[src/rtl/fetch_unit_pkg.sv]
// -----------------------------------------------------------------------------
// fetch_unit_pkg
// Shared definitions for the instruction fetch unit:
//   fetch_state_t   - 2-bit FSM state encoding (IDLE, FETCH, HOLD)
//   PC_INCREMENT    - byte distance between consecutive instruction words
//   PC_READ_OFFSET  - offset of the ARM R15 read value from the fetch address
//   ALIGN_MASK      - clears bits [1:0] so the PC always holds a word address
//   align_addr()    - applies ALIGN_MASK to a redirect target
// -----------------------------------------------------------------------------
package fetch_unit_pkg;

    typedef enum logic [1:0] {
        IDLE  = 2'd0,
        FETCH = 2'd1,
        HOLD  = 2'd2
    } fetch_state_t;

    localparam logic [31:0] PC_INCREMENT   = 32'd4;
    localparam logic [31:0] PC_READ_OFFSET = 32'd8;
    localparam logic [31:0] ALIGN_MASK     = 32'hFFFF_FFFC;

    function automatic logic [31:0] align_addr(input logic [31:0] addr);
        return addr & ALIGN_MASK;
    endfunction

endpackage

[src/rtl/fetch_unit_pc_register.sv]
// -----------------------------------------------------------------------------
// pc_register
// 32-bit program counter with synchronous reset to RESET_VECTOR, parallel load
// and word increment. Priority: reset > load > increment.
// Ports:
//   clk        - clock, state updates on posedge
//   reset      - synchronous, active-high; pc <= RESET_VECTOR
//   load       - load load_value into pc this cycle
//   load_value - value to load (already word aligned by the caller)
//   increment  - advance pc by PC_INCREMENT (wraps modulo 2^32)
//   pc         - current program counter
// -----------------------------------------------------------------------------
module pc_register
    import fetch_unit_pkg::*;
#(
    parameter logic [31:0] RESET_VECTOR = 32'h0000_0000
) (
    input  logic        clk,
    input  logic        reset,
    input  logic        load,
    input  logic [31:0] load_value,
    input  logic        increment,
    output logic [31:0] pc
);

    // Plain 32-bit addition gives the required wrap from FFFFFFFC to 0.
    always_ff @(posedge clk) begin
        if (reset) begin
            pc <= RESET_VECTOR;
        end else if (load) begin
            pc <= load_value;
        end else if (increment) begin
            pc <= pc + PC_INCREMENT;
        end
    end

endmodule

[src/rtl/fetch_unit.sv]
// -----------------------------------------------------------------------------
// fetch_unit
// Instruction fetch stage: requests one word at a time from instruction memory,
// presents it to decode together with the ARM-style R15 read value (addr + 8)
// and the BL link value (addr + 4), and holds it until decode accepts it.
// Branches and register-file writes to R15 redirect the PC from any state.
// Ports:
//   clk, reset              - clock and synchronous active-high reset
//   stall                   - decode not ready; keep the current instruction
//   branchTaken/Target      - branch redirect request and destination
//   writeToPC/pcWriteData   - R15 write redirect (wins over a branch)
//   imemReq/imemAddr        - instruction memory request and word address
//   imemReady/imemData      - memory response strobe and data
//   instrValid              - instruction/oldPCVal/linkValue are valid
//   instruction             - fetched instruction word
//   oldPCVal                - fetch address + 8
//   linkValue               - fetch address + 4
// -----------------------------------------------------------------------------
module fetch_unit
    import fetch_unit_pkg::*;
#(
    parameter logic [31:0] RESET_VECTOR = 32'h0000_0000
) (
    input  logic        clk,
    input  logic        reset,
    input  logic        stall,
    input  logic        branchTaken,
    input  logic [31:0] branchTarget,
    input  logic        writeToPC,
    input  logic [31:0] pcWriteData,
    output logic        imemReq,
    output logic [31:0] imemAddr,
    input  logic        imemReady,
    input  logic [31:0] imemData,
    output logic        instrValid,
    output logic [31:0] instruction,
    output logic [31:0] oldPCVal,
    output logic [31:0] linkValue
);

    fetch_state_t state;
    logic [31:0]  pc;
    logic         redirect;
    logic [31:0]  redirect_target;
    logic         capture;

    assign redirect        = writeToPC | branchTaken;
    assign redirect_target = align_addr(writeToPC ? pcWriteData : branchTarget);

    // A response is only accepted when no redirect arrives in the same cycle;
    // otherwise the word belongs to the abandoned path and is dropped.
    assign capture = (state == FETCH) && imemReady && !redirect;

    pc_register #(
        .RESET_VECTOR(RESET_VECTOR)
    ) u_pc (
        .clk        (clk),
        .reset      (reset),
        .load       (redirect),
        .load_value (redirect_target),
        .increment  (capture),
        .pc         (pc)
    );

    // The request is masked by reset so memory never sees a request while
    // the unit is being reinitialised, whatever state it was in.
    assign imemReq  = (state == FETCH) && !reset;
    assign imemAddr = pc;

    // Reset outranks redirect, which outranks the normal FETCH/HOLD flow.
    always_ff @(posedge clk) begin
        if (reset) begin
            state       <= IDLE;
            instrValid  <= 1'b0;
            instruction <= 32'h0;
            oldPCVal    <= 32'h0;
            linkValue   <= 32'h0;
        end else if (redirect) begin
            state      <= FETCH;
            instrValid <= 1'b0;
        end else begin
            case (state)
                IDLE: begin
                    state <= FETCH;
                end
                FETCH: begin
                    if (imemReady) begin
                        instruction <= imemData;
                        oldPCVal    <= pc + PC_READ_OFFSET;
                        linkValue   <= pc + PC_INCREMENT;
                        instrValid  <= 1'b1;
                        state       <= HOLD;
                    end
                end
                HOLD: begin
                    if (!stall) begin
                        instrValid <= 1'b0;
                        state      <= FETCH;
                    end
                end
                default: begin
                    state      <= IDLE;
                    instrValid <= 1'b0;
                end
            endcase
        end
    end

endmodule

[config.mk]
export PLATFORM = sky130hd
export DESIGN_NAME = fetch_unit
export DESIGN_NICKNAME = d
export VERILOG_FILES = /design/src/rtl/fetch_unit_pkg.sv /design/src/rtl/fetch_unit_pc_register.sv /design/src/rtl/fetch_unit.sv
export SDC_FILE = /design/constraint.sdc
export NUM_CORES = 1
export LEC_CHECK = 0
export ABC_AREA = 1
export CAP_MARGIN = 20
export CORE_MARGIN = 10
export CORE_UTILIZATION = 45
export CTS_BUF_LIST = sky130_fd_sc_hd__clkbuf_16
export DETAILED_ROUTE_END_ITERATION = 7
export GPL_TIMING_DRIVEN = 0
export HOLD_SLACK_MARGIN = 0.05
export PLACE_DENSITY = 0.78
export SKIP_CTS_REPAIR_TIMING = 1
export SLEW_MARGIN = 30
export SYNTH_ARGS = -nofsm -noshare
export SYNTH_HDL_FRONTEND = slang
export SYNTH_SLANG_ARGS = --single-unit
[constraint.sdc]
create_clock -name clk -period 1.85 [get_ports clk]
set_input_delay 0.37 -clock clk [delete_from_list [all_inputs] [get_ports clk]]
set_output_delay 0.37 -clock clk [all_outputs]
set_load 0.05 [all_outputs]
# ---- Word level (Yosys, flattened, before mapping)
# Cells that the tools add are included.
dict set report op_classes {
  addsub 2
  n_eq_ne 6
  mux 10
  bitwise 3
  n_reduce_logical 12
}
# operator count
set op_table {}
lappend op_table {{$mux W32} 3}
lappend op_table {{$add A32 B3 Y32 const B} 1}
lappend op_table {{$add A32 B4 Y32 const B} 1}
lappend op_table {{$ne A3 B3 Y1 const B} 2}
lappend op_table {{$pmux W2 S3} 1}
lappend op_table {{$reduce_and A3 Y1} 2}
lappend op_table {{$mux W2} 2}
lappend op_table {{$ne A2 B2 Y1 const B} 2}
lappend op_table {{$reduce_and A2 Y1} 2}
lappend op_table {{$logic_and A1 B1 Y1} 3}
lappend op_table {{$mux W1} 3}
lappend op_table {{$pmux W1 S3} 1}
lappend op_table {{$eq A2 B1 Y1 const B} 1}
lappend op_table {{$eq A2 B2 Y1 const B} 1}
lappend op_table {{$logic_not A1 Y1} 2}
lappend op_table {{$logic_not A2 Y1} 1}
lappend op_table {{$not A1 Y1} 2}
lappend op_table {{$reduce_bool A2 Y1} 1}
lappend op_table {{$reduce_or A2 Y1} 1}
lappend op_table {{$or A1 B1 Y1} 1}
dict set report totals {
  register_bits 131
  inputBits 102
  output_inout_bits 130
  word_cells 41
}

# ---- Logic depth before layout (Yosys ltp)
dict set report depth {
  ltp_word 5
  depth_mapped 10
  mapped_depth_nobuf 10
}

# ---- By module
# From an unflattened synthesis, not the netlist that was laid out.
dict set report unflattened {
  cells_unflattened 1196
  area_unflattened_um2 7544.7
}
# module n_inst cells_per_inst area_each_um2 seq_area_each_um2
set modules_own_cells {}
lappend modules_own_cells {fetch_unit 1 865 5437.7 1941.9}
lappend modules_own_cells {pc_register 1 331 2107.0 640.6}

# ---- Least setup slack after synthesis
# No wires, ideal clock.
dict set report synth_path {
  kind {input to output}
  start {input port reset}
  end {output port imemReq}
  arrival_ns 1.815
  required_ns 1.480
  path_slack_ns -0.335
  cell_stages 3
  n_path_buf 2
  cell_sequence {clkbuf_1 -> clkbuf_1 -> nor3_1}
}
dict set report synth_between {
  elab_chain_cells 2
}
# element line_no
set synth_lines {}
lappend synth_lines {{from (decl)} fetch_unit.sv:25} ;# input logic reset,
lappend synth_lines {{$logic_not A1 Y1} fetch_unit.sv:67} ;# assign imemReq = (state == FETCH) && !reset;
lappend synth_lines {{$logic_and A1 B1 Y1} fetch_unit.sv:67}
lappend synth_lines {{to (decl)} fetch_unit.sv:31} ;# output logic imemReq,
# No other way between the ends.

# ---- Worst setup path after layout
# Same ends and word-level chain as after synthesis.

==> summary.md <==
| Metric | Value |
|---|---|
| Fin crit share | 100% |
| CP top delay family | buffers and inverters |
| Input/output buffers | 219 |
| Max-slew headroom | 54.4% |
| Synth async-reset ratio | 0% |
| XOR/XNOR share of the synthesized area | between 3 and 4% |
| Status | complete, but fails checks |
| Peak supply drop | 0.689 mV |
| Cells after Synth | 919 |
| Largest cells by area after synthesis | dfxtp_1, nor2_1, nand2_1 |
| Worst setup path category | input port to output port |
| Core Box Area | between 10,000 and 15,000 um^2 |
| Unrepaired setup endpoints after global routing | true |
| Tmin final | approximately 1.9 ns |
| Cell area after synthesis | 6240 um^2 |
| Vias per cell | between 5 and 6 |
| Die width | 138 um |
| Total global routing overflow | 0 |
| CP Capture Type | output port |
| Post-synth EDFFs | 0 |
| Htree depth | 4 |
| Nets | 1,268 |
| Worst path cell trace | clkbuf_1 -> clkbuf_2 -> nor3_2 -> clkbuf_2 |
| Largest net degree at the start of global routing | 17 |
| Final worst slack | -0.00144 ns |
| Die ar. | 19,000 um^2 |
| Worst Skew | 0.00890 ns |
| CP Launch Type | input port |
| Synth-to-layout area growth | 55.1% |
| Min-delay worst type | flop to flop |
| FMAX | 0.540 GHz |
| Root buffer cell | clkbuf_16 |
| Final Max Slew Viols | 0 |
| Avg Synthesized Cell Area | approximately 6.8 um^2 |
| Initial antenna violation count | 0 |
| Post-route ant nets | 0 |
| GRT Util Overall | 25.7% |
| Setup TNS | -0.00144 ns |
| Multiplexer share of the synthesized area | 0% |
| WL final | 25.4 mm |
| Placed cell count | 1,319 |
| Number of global-route vias before repair | 6,716 |
| TritonCTS clock tree | yes |
| Slowest CP cell | clkbuf_1 |
| CTS sink count | 125 |
| # diodes | 0 |
| Crit Path Max Fanout | 10 |
| RD Place Congestion | 0.950 |
| Initial core utilization | 46.5% |
| Slowest stage delay, CP | between 0.4 and 0.5 ns |
| MaxCap Viol Count | 0 |
| Main flop type after synthesis | dfxtp_1 |
| Complex-gate fraction of the synthesized area | 17.6% |
| Yosys top cell area share | 40.1% |
| Cts bufs inserted | 17 |
| DRC violations left | 0 |
| Adder-Cell Fraction of Synth Area | 0.401% |
| CP arrival | 1.48 ns |
| Non-filler cells, final | 1,353 |
| R2R setup slack | 0.06 ns |
| PwrDens | 837 nW/um^2 |
| Cell variety after synth | 33 |
| Final-report setup violation count | 1 |
| Buffer and inverter count on the worst path | 3 |
| Violated checks | negative setup slack |
| Largest area contributor in the netlist | dfxtp_1 |
| Max clock buf depth | 2 |
| Actual slew at the worst max-slew pin | 0.685 ns |
| Synth Area in Simple Gates | 29.2% |
| Largest family of logic cells by synthesized area | simple AND/OR/NAND/NOR gates |
| Pre-antenna DRT Iters | 5 |
| Drt initial violations | 667 |
| Hpwl dp | 19.2 mm |
| IO Pins | 232 |
| CP required | 1.48 ns |
| Ratio of cells with drive above 1 in the final layout | between 10% and 20% |
| Yosys warnings | 0 |
| Row cnt | 42 |
| First-pass GRT wire length | 37.2 mm |
| Clk slew on worst S/H paths | 0.05 ns |
| Clk_lat worst skew | roughly 0.43 ns |
| DR vias | between 7,000 and 8,000 |
| Post-synthesis sequential area ratio | between 40% and 50% |
| DR WL/cell | roughly 19 um |
| CP most frequent cell | clkbuf_2 |
| Final Hold Viols | 0 |
| Leakage power | 6.01 nW |
| Number of synthesized register bits | 125 |
| Die height | 138 um |
synthesized netlist by cell type, types with 2 or more instances:
library cell  instances
nor2_1              213
nand2_1             160
dfxtp_1             125
o21ai_0              99
inv_1                74
a21oi_1              38
nand3_1              37
clkbuf_1             29
xor2_1               21
a22o_1               16
a22oi_1              12
buf_4                12
o21ai_1              12
a31oi_1              11
buf_2                11
nor2_4                9
nor2_2                7
xnor2_1               6
nand2_2               5
inv_2                 4
nand2_4               3
buf_1                 2
ha_1                  2
nor3_1                2
routing by layer:
| metal | vias up | routed length, um | global-route usage, % |
|---|---|---|---|
| li1 | 3437 | - | - |
| met1 | 3251 | 10300 | 30.3 |
| met2 | 333 | 11700 | 41.6 |
| met3 | 53 | 2520 | 9.50 |
| met4 | 0 | 767 | 10.2 |
| met5 | - | 0 | 0 |
power by group:
| group | switching (mW) | total [mW] | internal (mW) |
|---|---|---|---|
| registers | 0.162 | 2.98 | 2.82 |
| logic | 0.934 | 1.49 | 0.554 |
| clock network | 1.26 | 3.62 | 2.36 |
| total | 2.36 | 8.10 | 5.74 |
worst register-to-register path: stages (launching register included):
cell and delay, ns:
dfxtp_1 0.33, buf_2 0.21, nand3_2 0.20, nor2_2 0.21
nand2_2 0.15, nor2_1 0.17, xor2_1 0.29, a21oi_1 0.11
registers in the layout (all words and copies together) (netlist names):
signal / flops
instrValid: 1
instruction: 32
linkValue: 30
state: 2
u_pc.pc: 30
oldPCVal: 30
through the flow:
| stage | hold WS, ns | util (%) | power [mW] | setup WS [ns] | cell area (um^2) |
|---|---|---|---|---|---|
| 4_1_cts | 0.466 | 69.4 | 8.09 | -0.599 | 9310 |
| 5_1_grt | 0.482 | 72.2 | 8.33 | -0.0557 | 9670 |
| 6_report | 0.461 | 72.2 | 8.10 | -0.00144 | 9670 |
| 3_5_place_dp | 0.457 | 64.7 | 4.51 | -0.591 | 8680 |
| 2_1_floorplan | 0.505 | - | 3.85 | 0.0264 | 6260 |
| 3_3_place_gp | 0.449 | 64.7 | 4.50 | -0.582 | 8680 |
cell type report:
class,count,area (um^2)
sequential,125,2530
clock buffer,17,425
tap,176,220
inverter,78,293
buffer,54,272
multi-input combinational,667,3250
clock inverter,15,204
fill,1096,3730
timing repair buffer,221,2480
kinds of logic after synthesis:
group           count (synthesis)
compound gates                194
xor+xnor                       27
fa+ha+maj                       2
buf+inv                       132
flops                         125
other cells                     1
simple gates                  438
cells in the final DEF, fill, tap and decap left out, drive strengths merged:
cell type | netlist | layout
nor2 | 229 | 229
nand2 | 168 | 168
dfxtp | 125 | 125
dlymetal6s2s | 0 | 119
o21ai | 112 | 112
clkdlybuf4s50 | 0 | 95
inv | 78 | 80
clkbuf | 29 | 50
a21oi | 39 | 39
nand3 | 37 | 37
buf | 25 | 28
xor2 | 21 | 21
a22o | 16 | 16
a22oi | 12 | 12
a31oi | 11 | 11
clkinv | 0 | 7
xnor2 | 6 | 6
conb | 1 | 6
bufinv | 0 | 5
nor3 | 2 | 2
ha | 2 | 2
nand3b | 1 | 1
or2 | 1 | 1
a41oi | 1 | 1
a221oi | 1 | 1
a21o | 1 | 1
o211ai | 1 | 1
clkinvlp | 0 | 1
path summary, 6_finish.rpt:
check / start / end / cells past startpoint
hold / removal: linkValue[27] / linkValue[27] / 2
setup reg to reg: u_pc.pc[5] / oldPCVal[24] / 7
hold reg to reg: linkValue[27] / linkValue[27] / 2
setup / recovery: reset / imemReq / 4
Note: power is estimated with default switching activity, not from simulation.
